`config.mk`:
```
export PLATFORM = sky130hd
export DESIGN_NAME = pipe_ctrl
export DESIGN_NICKNAME = d
export VERILOG_FILES = /design/src/rtl/pipe_ctrl.sv
export SDC_FILE = /design/constraint.sdc
export NUM_CORES = 1
export LEC_CHECK = 0
export CORE_UTILIZATION = 35
export CTS_BUF_LIST = sky130_fd_sc_hd__clkbuf_16
export DETAILED_ROUTE_END_ITERATION = 6
export GPL_TIMING_DRIVEN = 1
export PLACE_DENSITY = 0.76
export SYNTH_ARGS = -nofsm -noshare
export SYNTH_HDL_FRONTEND = slang
export SYNTH_SLANG_ARGS = --single-unit
```
`constraint.sdc`:
```
create_clock -name clk -period 1.4 [get_ports clk]
set_input_delay 0.28 -clock clk [delete_from_list [all_inputs] [get_ports clk]]
set_output_delay 0.28 -clock clk [all_outputs]
set_load 0.02 [all_outputs]
```
`src/rtl/pipe_ctrl.sv`:
```
// pipe_ctrl: central pipeline sequencer for the five-stage core.
// Arbitrates decode/execute stall requests, detects load-use hazards and
// sequences exception flushes (one-cycle flush pulse, then a front-end hold).
// Optional feature macro: PIPE_CTRL_PERF_EN adds two 32-bit performance
// counters (stall cycles, flush entries) to the port list.
module pipe_ctrl #(
  parameter int unsigned FLUSH_HOLD = 2
) (
  input  logic        clk,
  input  logic        rst,
  input  logic        id_stallreq,
  input  logic        ex_stallreq,
  input  logic        ex_is_load,
  input  logic [4:0]  ex_waddr,
  input  logic        id_reg0_re,
  input  logic        id_reg1_re,
  input  logic [4:0]  id_reg0_addr,
  input  logic [4:0]  id_reg1_addr,
  input  logic        excp_req,
  input  logic [31:0] excp_pc,
  output logic [5:0]  stall_o,
  output logic        flush_o,
  output logic [31:0] new_pc_o
`ifdef PIPE_CTRL_PERF_EN
  ,
  output logic [31:0] stall_cycles_o,
  output logic [31:0] flush_count_o
`endif
);

  typedef enum logic [1:0] {
    RUN   = 2'd0,
    FLUSH = 2'd1,
    HOLD  = 2'd2
  } state_t;

  // Counter preload when leaving FLUSH; counting down to zero spans
  // exactly FLUSH_HOLD cycles in HOLD.
  localparam logic [3:0] HOLD_INIT =
    (FLUSH_HOLD == 32'd0) ? 4'd0 : 4'(FLUSH_HOLD - 32'd1);

  // Stall vector encodings (bit0 pc .. bit5 wb).
  localparam logic [5:0] STALL_NONE  = 6'b000000;
  localparam logic [5:0] STALL_FRONT = 6'b000011;
  localparam logic [5:0] STALL_ID    = 6'b000111;
  localparam logic [5:0] STALL_EX    = 6'b001111;
  localparam logic [5:0] STALL_ALL   = 6'b111111;

  state_t      state;
  state_t      next_state;
  logic [3:0]  hold_cnt;
  logic [3:0]  next_hold_cnt;
  logic        next_flush;
  logic [31:0] next_pc;
  logic        lu;
  logic        rd0_hit;
  logic        rd1_hit;

  // Load-use hazard: a load in execute writes a nonzero register that decode reads.
  always_comb begin
    rd0_hit = id_reg0_re && (id_reg0_addr == ex_waddr);
    rd1_hit = id_reg1_re && (id_reg1_addr == ex_waddr);
    lu      = ex_is_load && (ex_waddr != 5'd0) && (rd0_hit || rd1_hit);
  end

  // Stall arbitration: exception freezes all, then flush/hold, then requests.
  always_comb begin
    stall_o = STALL_NONE;
    if (rst) begin
      stall_o = STALL_NONE;
    end else if (excp_req) begin
      stall_o = STALL_ALL;
    end else begin
      case (state)
        FLUSH: stall_o = STALL_NONE;
        HOLD:  stall_o = STALL_FRONT;
        RUN: begin
          if (ex_stallreq) begin
            stall_o = STALL_EX;
          end else if (id_stallreq || lu) begin
            stall_o = STALL_ID;
          end else begin
            stall_o = STALL_NONE;
          end
        end
        default: stall_o = STALL_NONE;
      endcase
    end
  end

  // Next-state logic for the flush sequencer and its registered outputs.
  always_comb begin
    next_state    = state;
    next_hold_cnt = hold_cnt;
    next_flush    = 1'b0;
    next_pc       = new_pc_o;
    if (excp_req) begin
      // A new request restarts the sequence from any state.
      next_state    = FLUSH;
      next_hold_cnt = 4'd0;
      next_flush    = 1'b1;
      next_pc       = excp_pc;
    end else begin
      case (state)
        RUN: begin
          next_state = RUN;
        end
        FLUSH: begin
          if (FLUSH_HOLD == 32'd0) begin
            next_state = RUN;
          end else begin
            next_state    = HOLD;
            next_hold_cnt = HOLD_INIT;
          end
        end
        HOLD: begin
          if (hold_cnt == 4'd0) begin
            next_state = RUN;
          end else begin
            next_hold_cnt = hold_cnt - 4'd1;
          end
        end
        default: begin
          next_state    = RUN;
          next_hold_cnt = 4'd0;
        end
      endcase
    end
  end

  // Sequencer state, hold counter and registered flush/redirect outputs.
  always_ff @(posedge clk) begin
    if (rst) begin
      state    <= RUN;
      hold_cnt <= 4'd0;
      flush_o  <= 1'b0;
      new_pc_o <= 32'd0;
    end else begin
      state    <= next_state;
      hold_cnt <= next_hold_cnt;
      flush_o  <= next_flush;
      new_pc_o <= next_pc;
    end
  end

`ifdef PIPE_CTRL_PERF_EN
  logic flush_entry;

  // A flush entry is counted only when arriving from RUN or HOLD, not on a
  // request that extends an ongoing FLUSH.
  always_comb begin
    flush_entry = excp_req && ((state == RUN) || (state == HOLD));
  end

  // Performance counters, wrapping modulo 2^32.
  always_ff @(posedge clk) begin
    if (rst) begin
      stall_cycles_o <= 32'd0;
      flush_count_o  <= 32'd0;
    end else begin
      if (stall_o != STALL_NONE) begin
        stall_cycles_o <= stall_cycles_o + 32'd1;
      end else begin
        stall_cycles_o <= stall_cycles_o;
      end
      if (flush_entry) begin
        flush_count_o <= flush_count_o + 32'd1;
      end else begin
        flush_count_o <= flush_count_o;
      end
    end
  end
`endif

endmodule

```
**Yosys cells after proc, flatten, opt, wreduce, memory -nomap -nowiden**

Index checks and enable logic that the tools add are counted.

- Register bits: 39
- Input port bits: 55
- Word-level logic and storage cells: 36

- $add $sub $neg: 1
- Equal/unequal tests: 7
- Mux-type cells: 11
- Bitwise operators: 1
- Reduce and logical (&&, ||, !) cells: 11

Operators by type and width:

| cell | count |
|---|---|
| $mux 6 | 2 |
| $pmux 4 s3 | 1 |
| $eq 5x5->1 | 2 |
| $mux 4 | 2 |
| $pmux 4 s2 | 1 |
| $reduce_bool 5->1 | 1 |
| $logic_and 1x1->1 | 4 |
| $logic_not 4->1 | 1 |
| $ne 2x2->1 const B | 2 |
| $pmux 2 s2 | 1 |
| $sub 4x1->4 const B | 1 |
| $mux 3 | 1 |
| $ne 3x3->1 const B | 1 |
| $eq 2x1->1 const B | 1 |
| $eq 2x2->1 const B | 1 |
| $logic_not 2->1 | 1 |
| $logic_or 1x1->1 | 2 |
| $mux 1 | 2 |
| $mux 2 | 1 |
| $reduce_and 2->1 | 1 |
| $reduce_or 2->1 | 1 |
| $not 1->1 | 1 |

**Logic depth before layout (Yosys ltp)**

- Depth in word-level cells: 10
- Gate-level depth with buffers: 7

**Worst setup path before layout**

No wires, ideal clock.

- Kind: input to output
- Start: input port ex_waddr[3]
- End: output port stall_o[1]
- Arrival: 1.428 ns
- Data required time: 1.120 ns
- Setup slack: -0.308 ns
- Stages on the path: 5
- Path through: xor2_1 -> nor4_1 -> a32oi_1 -> o21ai_1 -> buf_4

- Longest elaborated chain between the ends: 10
- Elaborated cells on any way between the ends: 14
- Classes of those cells: eq/ne (2); mux (5); reduce/logical (7)

Ends and longest elaborated chain:

| what | line | RTL |
|---|---|---|
| start: declaration | 14 | `input logic [4:0] ex_waddr,` |
| $eq 5x5->1 (on tied branches) | 61, 62 |  |
| $logic_and 1x1->1 (on tied branches) | 61, 62 |  |
| $logic_or 1x1->1 | 63 | `lu = ex_is_load && (ex_waddr != 5'd0) && (rd0_hit \|\| rd1_hit);` |
| $logic_and 1x1->1 * | 63 |  |
| $logic_or 1x1->1 * | 80 | `end else if (id_stallreq \|\| lu) begin` |
| $mux 3 * | 80 |  |
| $mux 4 * | 78 | `if (ex_stallreq) begin` |
| $pmux 4 s2 * | 74 | `case (state)` |
| $mux 6 * | 71 | `end else if (excp_req) begin` |
| $mux 6 * | 69 | `if (rst) begin` |
| end: declaration | 21 | `output logic [5:0] stall_o,` |

Mark *: on every way between the ends. The rest lies on a longest branch, timed or not.

**Final worst setup path**

- Start: input port ex_waddr[2]
- End: output port stall_o[1]

Same word-level chain as after synthesis.

==> implementation parameters <==
Parameter                              Value

Yosys
  Most used standard cells in the synthesized netlist ... nor2_1, dfxtp_1, mux2i_1, xor2_1
  Sequential fraction of the synthesis area ... a little under half
  Synthesized instance count ... between 150 and 200
  Library cell with the largest summed area after synthesis ... dfxtp_1
  Mapped Nets ... 236
  Top-count cell post-synth ... nor2_1
  Number of distinct standard cells referenced by the synthesized netlist ... 32
  Dominant synthesized flop cell ... dfxtp_1
  Async set or reset register ratio after synthesis ... 0%
  Synthesis warning total ... 0
  Synth area leaders ... dfxtp_1, mux2i_1, nor2_1
  Number of enable-type register cells in the synthesized netlist ... 0
  Synthesized flop and latch total ... 39
  Cell area after synthesis ... approximately 0.0017 sq mm
  Area share of the largest cell type after synthesis ... about 45%
  Mean area per synthesized cell ... around 9.8 sq um

Placement
  Hpwl dp ... around 3300 microns
  Placement-stage worst setup slack ... -1190 ps
  Number of I/O port buffers ... 93
  Placer's final routability congestion estimate ... 0.750

Power
  Worst IR Drop VDD ... between 0.6 and 0.7 mV
  Pleak ... 1.45 nW
  Total power of the final layout ... between 2 and 3 mW
  Ratio of total power to cell area ... around 950 mW/mm^2

Die
  Initial standard-cell utilization of the core ... between 30% and 40%
  Area of the core ... 0.00472 sq mm
  Die outline area ... between 0.005 and 0.006 sq mm
  DIE HEIGHT ... between 70 and 80 microns
  Placement Rows ... 25
  I/O pin count ... 94
  Die Wd ... between 70 and 80 microns

Hold path
  Classification of the worst-slack hold path ... in -> reg
  Hold Crit Depth ... 3

Global routing
  Global-route wire length before repair ... roughly 7300 microns
  Total GRT Usage ... approximately 18%
  Number of antenna violations at the first check in global routing ... 0
  Maximum number of pins on one net before global-route repair ... 30
  GRT overflow ... 0
  Vias in the first global route ... approximately 1600

Layout
  Multi-input gate area in the final layout ... ~1000 sq um
  Area used by sequential logic in the layout ... slightly below 800 sq um
  Util after Layout ... roughly two thirds
  Fraction of final layout cells sized beyond drive strength 1 ... between 20% and 30%
  Fillers ... between 400 and 500
  Final Net Count ... about 350
  P&R area growth vs syn ... 79.8%
  Antenna diode count ... 0

Detailed routing
  Highest metal layer with signal wires ... met4
  Wire length on met2 ... 2170 microns
  Routed len/inst ... between 10 and 15 microns
  DRC Markers ... 0
  DRT iter0 DRCs ... 59
  Vias post-DR ... 1633
  Metal3 WL ... roughly 380 microns
  Met1 wire length ... 1990 microns
  Total detailed-routing wirelength ... roughly 4600 microns
  Iteration count of the initial detailed-routing pass ... 4
  Antenna Violating Nets Remaining ... 0
  Vias per cell ... approximately 4.6

Timing
  Worst max-slew margin expressed relative to the limit ... between 60% and 70%
  Worst hold slack after final layout ... ~480 ps
  Accumulated negative setup slack ... -1040 ps
  Skew final ... between 3 and 4 ps
  Final Max Slew Viols ... 0
  Minimum period implied by the final worst setup slack ... between 1500 and 2000 ps
  Setup Viol. Count Final ... 4
  Unrepaired setup endpoints after global routing ... yes
  Slew at the pin closest to its max-slew limit ... between 400 and 500 ps
  Final Hold Viols ... 0
  Part of the cycle the worst path needs ... 121%
  Worst-case setup margin in the final layout ... -292 ps
  Achievable frequency ... ~590 MHz

Setup path
  Number of cell instances on the worst register-to-register path ... 6
  Required time of the critical path ... 1120 ps
  Top fanout value on the critical path ... 3
  Crit Reg-Reg Endpoint ... hold_cnt[0]$_SDFFE_PP0P_
  Endpoint type of the worst setup path ... primary output
  Timing endpoint of the critical path ... stall_o[1]
  Worst endpoint data arrival time ... between 1000 and 1500 ps
  Worst setup path class ... in -> out
  Startpoint of the worst register-to-register path ... state[1]$_SDFFE_PP0P_
  Reg2reg setup slack ... 70 ps
  Setup crit start kind ... input pin
  Origin of the worst setup path ... ex_waddr[2]

Clocking
  Clock-pin slew on the worst setup and hold paths ... 60 ps
  TritonCTS Buffers ... 5
  Clk Latency, worst-skew pair ... 280 ps
  TritonCTS clock tree ... done
  Maximum clock path buffer count ... 2
  Count of H-tree levels built during CTS ... 2
  Clock Sinks ... 39
  Root buffer cell ... clkbuf_16

Outcome
  Result of the run ... finished, violations left
  Failing checks ... setup timing

Flow run
  Max-cap violation count ... 0
## repair_timing
item                                    in CTS  in global routing
pin swaps                                   20                 11
setup buffers                                1                  3
hold buffers                                 0                  0
endpoints found under the setup margin      42                  9
resized for setup                          131                 22
## cell families (layout without fill, tap and decap cells)
group	after synthesis	after routing	share of synthesized area, %
buf+inv	15	127	4.30
flops	39	39	45.5
mux	34	34	19.9
simple gates	59	59	15.6
xor+xnor	10	10	5.10
fa+ha+maj	5	5	3.64
compound gates	14	14	5.98
## area by class of cell
| class | count | area share [%] |
|---|---|---|
| timing repair buffer | 114 | 34.1 |
| multi-input combinational | 122 | 32.2 |
| sequential | 39 | 25.5 |
| clock buffer | 5 | 4.05 |
| tap | 67 | 2.72 |
| clock inverter | 3 | 0.770 |
| inverter | 5 | 0.689 |
## how the worst min path moves through the flow
stage                                   start                        end  slack (ps)
global route                         excp_req         flush_o$_SDFF_PP0_         490
CTS                                  excp_req         flush_o$_SDFF_PP0_         480
finish                               excp_req         flush_o$_SDFF_PP0_         480
detailed placement  new_pc_o[20]$_SDFFE_PP0P_  new_pc_o[20]$_SDFFE_PP0P_         480
global placement    new_pc_o[10]$_SDFFE_PP0P_  new_pc_o[10]$_SDFFE_PP0P_         470
floorplan                         excp_pc[17]  new_pc_o[17]$_SDFFE_PP0P_         430
## where the power goes
part	switching [mW]	leakage, nW	internal [mW]
Sequential	0.0281	0.323	1.17
Clock	0.449	0.0664	0.665
Combinational	0.285	1.06	0.333
Total	0.762	1.45	2.17
## worst max-delay path: stages
cell and delay (ps):
buf_8 100, or4_4 540, o2111ai_4 260, o21ai_4 100, buf_6 130
## flip-flops by register name, indices dropped and copies added (netlist names)
signal / count
new_pc_o: 32
hold_cnt: 4
flush_o: 1
state: 2
## routing by layer
| metal | track usage (%) | vias up |
|---|---|---|
| li1 | - | 811 |
| met1 | 21.2 | 744 |
| met2 | 30.6 | 70 |
| met3 | 6.94 | 8 |
| met4 | 7.19 | 0 |
| met5 | 0 | - |
## placed cells by master, fill, tap and decap left out, drive strengths merged
cell           count
and2               1
xnor2              2
dfxtp             39
nor4               3
nor2b              3
o21ba              1
inv                6
o2111ai            1
ha                 5
clkbuf             5
a21oi              4
a32oi              1
clkdlybuf4s15      3
xor2               8
buf               36
or2                1
nor3               1
o32a               1
nand4              1
or4                1
clkinvlp           2
nor3b              2
mux2i             33
clkdlybuf4s50     38
o211a              1
mux2               1
nand2              2
o21ai              5
dlygate4sd2       37
nor2              43
nand2b             1
## stage by stage
step / instance area (sq um) / instances
global placement: 2840 / 345
detailed placement: 2840 / 345
floorplan: 1740 / 176
finish: 3090 / 355
CTS: 3000 / 353
global route: 3090 / 355
Power figures use the tool's default switching activity.
==> RTL change 1 (same flow settings) <==
Re-encode `state_t` (3 states) as one-hot, 3 bits wide.
--- a/src/rtl/pipe_ctrl.sv
+++ b/src/rtl/pipe_ctrl.sv
@@ -30,6 +30,6 @@
 
-  typedef enum logic [1:0] {
-    RUN   = 2'd0,
-    FLUSH = 2'd1,
-    HOLD  = 2'd2
+  typedef enum logic [2:0] {
+    RUN   = 3'b001,
+    FLUSH = 3'b010,
+    HOLD  = 3'b100
   } state_t;
Formal check against the unedited RTL: same outputs for any inputs over 10 cycles, from zero or initial values and one cycle with rst high; not proved beyond that.
==> RTL change 1 against the original RTL <==
- the run still ends with negative setup slack left
- largest cell class unchanged
- area after synthesis is 0.80% higher
- sequential cell count is 1 higher
- critical path depth stayed put
- worst setup slack worse by 0.0021 ns
- register-to-register slack got worse by 0.15 ns
- count of clock-buffer cells in the layout did not move
- total power increased by 0.68%
- cell area up 2.0%
- routed wire length increased by 0.48%
==> RTL change 1: results (changes against the original RTL) <==
| Metric | Value |
|---|---|
| Outcome | `complete, but fails checks` |
| Violated checks | `negative setup slack` |
| Pin count of the biggest net entering global routing | `23 (-23%)` |
| Number of distinct standard cells referenced by the synthesized netlist | `34 (+6.3%)` |
| Post-synth net total | `234 (-0.85%)` |
| Net switching power figure | `0.759 mW (-0.45%)` |
| Cell total after placement | `349 (+1.2%)` |
| Mux share of post-synthesis cell area | `0.191 (-0.00809)` |
| Clock-pin transition on the worst setup and hold timing paths | `0.06 ns (about the same)` |
| Power share of the sequential group | `0.417 (+0.008)` |
| Wire length of the first global-routing pass | `7270 um (-0.75%)` |
| Fraction of layout instances using a drive strength above 1 | `0.284 (+0.0238)` |
| Peak ir drop on the vdd network | `0.659 mV (-3.4%)` |
| Biggest regs | `new_pc_o: 32 flops, hold_cnt: 4 flops, state: 3 flops` |
| Synth Area per Inst | `9.72 sq um (-0.33%)` |
| Number of optimization iterations in the first detailed-route pass | `4 (unchanged)` |
| Number of buffers on the longest clock path | `2 (unchanged)` |
| Largest area contributor in the netlist | `sky130_fd_sc_hd__dfxtp_1` |
| Top post-synthesis cells by area | `sky130_fd_sc_hd__dfxtp_1 (46%), sky130_fd_sc_hd__mux2i_1 (19%), sky130_fd_sc_hd__nor2_1 (8.5%)` |
| DRT Wirelength | `4640 um (+0.48%)` |
| Cell type of the slowest stage on the worst timing path | `sky130_fd_sc_hd__or4_4` |
| Number of antenna violations at the first check in global routing | `0 (unchanged)` |
| Max Clock Skew | `0.00322 ns (-0.000461 ns)` |
| LEAKAGE | `1.48 nW (+2.4%)` |
| Final slew viol count | `0 (unchanged)` |
| Overall via count from detail_route | `1,670 (+2.3%)` |
| Critical path arrival | `1.41 ns (about the same)` |
| Share of the yosys chip area belonging to registers | `0.463 (+0.00795)` |
| Area fraction in compound gates after synthesis | `0.0701 (+0.0104)` |
| Tightest Pin Transition | `0.360 ns (-0.114 ns)` |
| Number of warnings reported in the yosys synthesis log | `0 (unchanged)` |
| Worst hold slack | `0.377 ns (-0.103 ns)` |
| Clock network power share | `0.368 (-0.012)` |
| Filler-free cell count of the finished design | `359 (+1.1%)` |
| Routability cong. | `0.705 (-6.1%)` |
| Nets | `348 (+0.29%)` |
| Leading post-synthesis cells by instance count | `sky130_fd_sc_hd__dfxtp_1 (40), sky130_fd_sc_hd__nor2_1 (39), sky130_fd_sc_hd__mux2i_1 (33)` |
| Final setup violation count | `7 (+3)` |
| Violation count after the first detailed-route iteration | `24 (-59%)` |
| Share of the synthesized netlist area taken by xor and xnor gates | `0.0506 (-0.000406)` |
| Fraction of the mapped netlist area in adder cells | `0.00723 (-0.0292)` |
| Max H-tree Level | `2 (unchanged)` |
| Global Route Usage Sum | `0.182 (-0.000564)` |
| Placed wire-length estimate | `3360 um (+0.85%)` |
| Setup slack, reg-to-reg | `-0.08 ns (-0.15 ns)` |
| Via count of the first global-routing pass | `1,653 (+0.55%)` |
| Min setup slack post-route | `-0.294 ns (-0.00213 ns)` |
| Number of maximum-capacitance violations | `0 (unchanged)` |
-- RTL change 1: cell count changes after synthesis, sizes merged, moves of 2 or more --
cell and change:
a21oi +2, clkbuf +2, ha -4, nand2 -2, nand2b +2, nor2 -4, o21ai -2, o22ai +2
-- RTL change 1: timing repair --
| item | in CTS | in global routing |
|---|---|---|
| setup endpoints to repair | 42 | 7 |
| buffers inserted | 3 | 0 |
| hold endpoints to repair | 0 | 0 |
| resized for setup | 126 | 23 |
| pin swaps | 19 | 13 |
-- RTL change 1: cell type report --
| type | instances | area (sq um) |
|---|---|---|
| sequential | 40 | 806 |
| clock inverter | 2 | 12.5 |
| tap | 67 | 83.8 |
| clock buffer | 5 | 125 |
| timing repair buffer | 119 | 1080 |
| inverter | 6 | 22.5 |
| fill | 407 | 1610 |
| multi-input combinational | 120 | 1010 |
-- RTL change 1: worst paths after layout --
| path | startpoint | to | cells after the start |
|---|---|---|---|
| max | ex_waddr[2] | stall_o[1] | 5 |
| min reg2reg | new_pc_o[31] | new_pc_o[31] | 2 |
| max reg2reg | state[0] | hold_cnt[0] | 5 |
| min | excp_req | new_pc_o[21] | 3 |
-- RTL change 1: stage by stage --
step	utilization	setup TNS [ns]	setup WS (ns)	area, sq um	power [mW]
2_1_floorplan	-	-0.523	-0.225	1780	1.53
3_3_place_gp	0.609	-6.38	-1.15	2900	1.88
3_5_place_dp	0.609	-6.30	-1.18	2900	1.89
4_1_cts	0.648	-1.32	-0.333	3080	2.94
5_1_grt	0.662	-1.58	-0.342	3150	3.08
6_report	0.662	-1.20	-0.294	3150	2.95
-- RTL change 1: routing by layer --
layer,global-route usage,wire (um),vias to the layer above
met1,0.198,1870,761
met5,0,0,-
met4,0.0828,83,0
met2,0.302,2210,73
met3,0.0861,476,8
li1,-,-,828
==> RTL change 2 (same settings) <==
Without the edit above. Build with the macro `PIPE_CTRL_PERF_EN` defined.
--- a/src/rtl/pipe_ctrl.sv
+++ b/src/rtl/pipe_ctrl.sv
@@ -5,2 +5,4 @@
 // counters (stall cycles, flush entries) to the port list.
+`define PIPE_CTRL_PERF_EN
+
 module pipe_ctrl #(
Behaviour (old outputs only; new: flush_count_o and stall_cycles_o): unchanged (Yosys induction, for registers that start in step).
==> RTL change 2 against the original RTL <==
- the run still ends with negative setup slack left
- critical endpoint is now stall_cycles_o[27]
- largest cell class is now multi-input combinational cells
- sequential cell count increased by 64
- routed wire length increased to 3.5 times the old value
- total power increased by 130%
- critical path depth increased by 1
- cell area increased to 2.9 times the old value
- worst setup slack got worse by 0.35 ns
- area after synthesis increased to 2.8 times the old value
- hold slack got worse by 0.22 ns
- combinational power increased by 76%
==> RTL change 2: results (changes against the original RTL) <==
| Metric | Value |
|---|---|
| Outcome | `complete, but fails checks` |
| Violated checks | `negative setup slack` |
| Path type of the worst setup path | `reg -> reg` |
| Sink of the worst hold path | `stall_cycles_o[6]` |
| Startpoint of the worst hold path | `rst` |
| Violation count after the first detailed-route iteration | `330 (+460%)` |
| CP peak stage delay | `0.66 ns (+0.12 ns)` |
| Via count of the first global-routing pass | `5,298 (+220%)` |
| Share of the yosys chip area belonging to registers | `0.436 (-0.0192)` |
| Power of the combinational group | `1.09 mW (+76%)` |
| Clock insertion delay at the later pin of the skew report | `0.35 ns (+0.07 ns)` |
| Power share of the sequential group | `0.447 (+0.038)` |
| Pin count of the biggest net entering global routing | `70 (+130%)` |
| Met3 Usage GRT | `0.0589 (-0.0106)` |
| Depth of the worst hold-timing path | `2 (-1)` |
| Global Route Usage Sum | `0.223 (+0.0403)` |
| Routability cong. | `0.841 (+12%)` |
| Port Buffer Count | `157 (+69%)` |
| Post-synth net total | `583 (+150%)` |
| Final setup violation count | `64 (+60)` |
| Fillers | `981 (+140%)` |
| Routed via count divided by cell count | `5.16 (+12%)` |
| Net switching power figure | `1.72 mW (+130%)` |
| Setup slack after placement | `-1.34 ns (-0.157 ns)` |
| DRT Wirelength | `16,400 um (+250%)` |
| Nets | `891 (+160%)` |
| Biggest regs | `flush_count_o: 32 flops, new_pc_o: 32 flops, stall_cycles_o: 32 flops` |
| Placed wire-length estimate | `10,200 um (+210%)` |
| Metal3 WL | `968 um (+150%)` |
| Top post-synthesis cells by area | `sky130_fd_sc_hd__dfxtp_1 (44%), sky130_fd_sc_hd__mux2i_1 (7.4%), sky130_fd_sc_hd__nor2_1 (6.7%)` |
| Min setup slack post-route | `-0.646 ns (-0.355 ns)` |
| Combinational power share | `0.162 (-0.049)` |
| Max H-tree Level | `3 (+1)` |
| Critical path arrival | `2.31 ns (+0.90 ns)` |
| Met2 routed wirelength | `8740 um (+300%)` |
| Filler-free cell count of the finished design | `1,010 (+180%)` |
| Wire length of the first global-routing pass | `25,300 um (+250%)` |
| Post-route met1 wirelength | `6270 um (+210%)` |
| Crit Reg-Reg Startpoint | `stall_cycles_o[9]` |
| Number of distinct standard cells referenced by the synthesized netlist | `54 (+69%)` |
RTL change 2: cell count changes in the layout (fill, tap and decap cells not counted), sizes merged, moves of 18 or more:
cell,change
clkbuf,+21
xnor2,+18
a21oi,+27
nor2,+42
buf,+167
nand4,+19
nand2,+23
clkdlybuf4s15,+20
dfxtp,+64
nand3,+18
RTL change 2: per-stage QoR:
| stage | hold WS, ns | cell area (sq um) |
|---|---|---|
| 3_3_place_gp | 0.468 | 7620 |
| 2_1_floorplan | 0.427 | 5080 |
| 5_1_grt | 0.245 | 8890 |
| 6_report | 0.255 | 8890 |
| 3_5_place_dp | 0.484 | 7620 |
| 4_1_cts | 0.241 | 8620 |
RTL change 2: final cells by class:
| class | instances | area share |
|---|---|---|
| Sequential cell | 103 | 0.245 |
| Clock inverter | 6 | 0.00676 |
| Inverter | 10 | 0.00479 |
| Timing Repair Buffer | 326 | 0.325 |
| Clock buffer | 10 | 0.0282 |
| Multi-Input combinational cell | 379 | 0.365 |
| Tap cell | 176 | 0.0248 |
RTL change 2: cells by family after synthesis:
family,synth area share
xor+xnor,0.0722
fa+ha+maj,0.0185
compound gates,0.108
buf+inv,0.0378
simple gates,0.247
mux,0.0812
flops,0.436
RTL change 2: worst register-to-register path, cell delays in order, from the launching register on:
cell and delay [ns]:
sky130_fd_sc_hd__dfxtp_4 0.36, sky130_fd_sc_hd__nand3_1 0.11, sky130_fd_sc_hd__or4_4 0.66, sky130_fd_sc_hd__nor3_4 0.24
sky130_fd_sc_hd__nand2_2 0.09, sky130_fd_sc_hd__or3_4 0.34, sky130_fd_sc_hd__a21oi_2 0.17
RTL change 2: repair_timing:
item	4_1_cts	5_1_grt
gates resized for setup	368	129
endpoints found under the setup margin	163	107
pin swaps	80	72
cloned	4	0
setup buffers	33	21
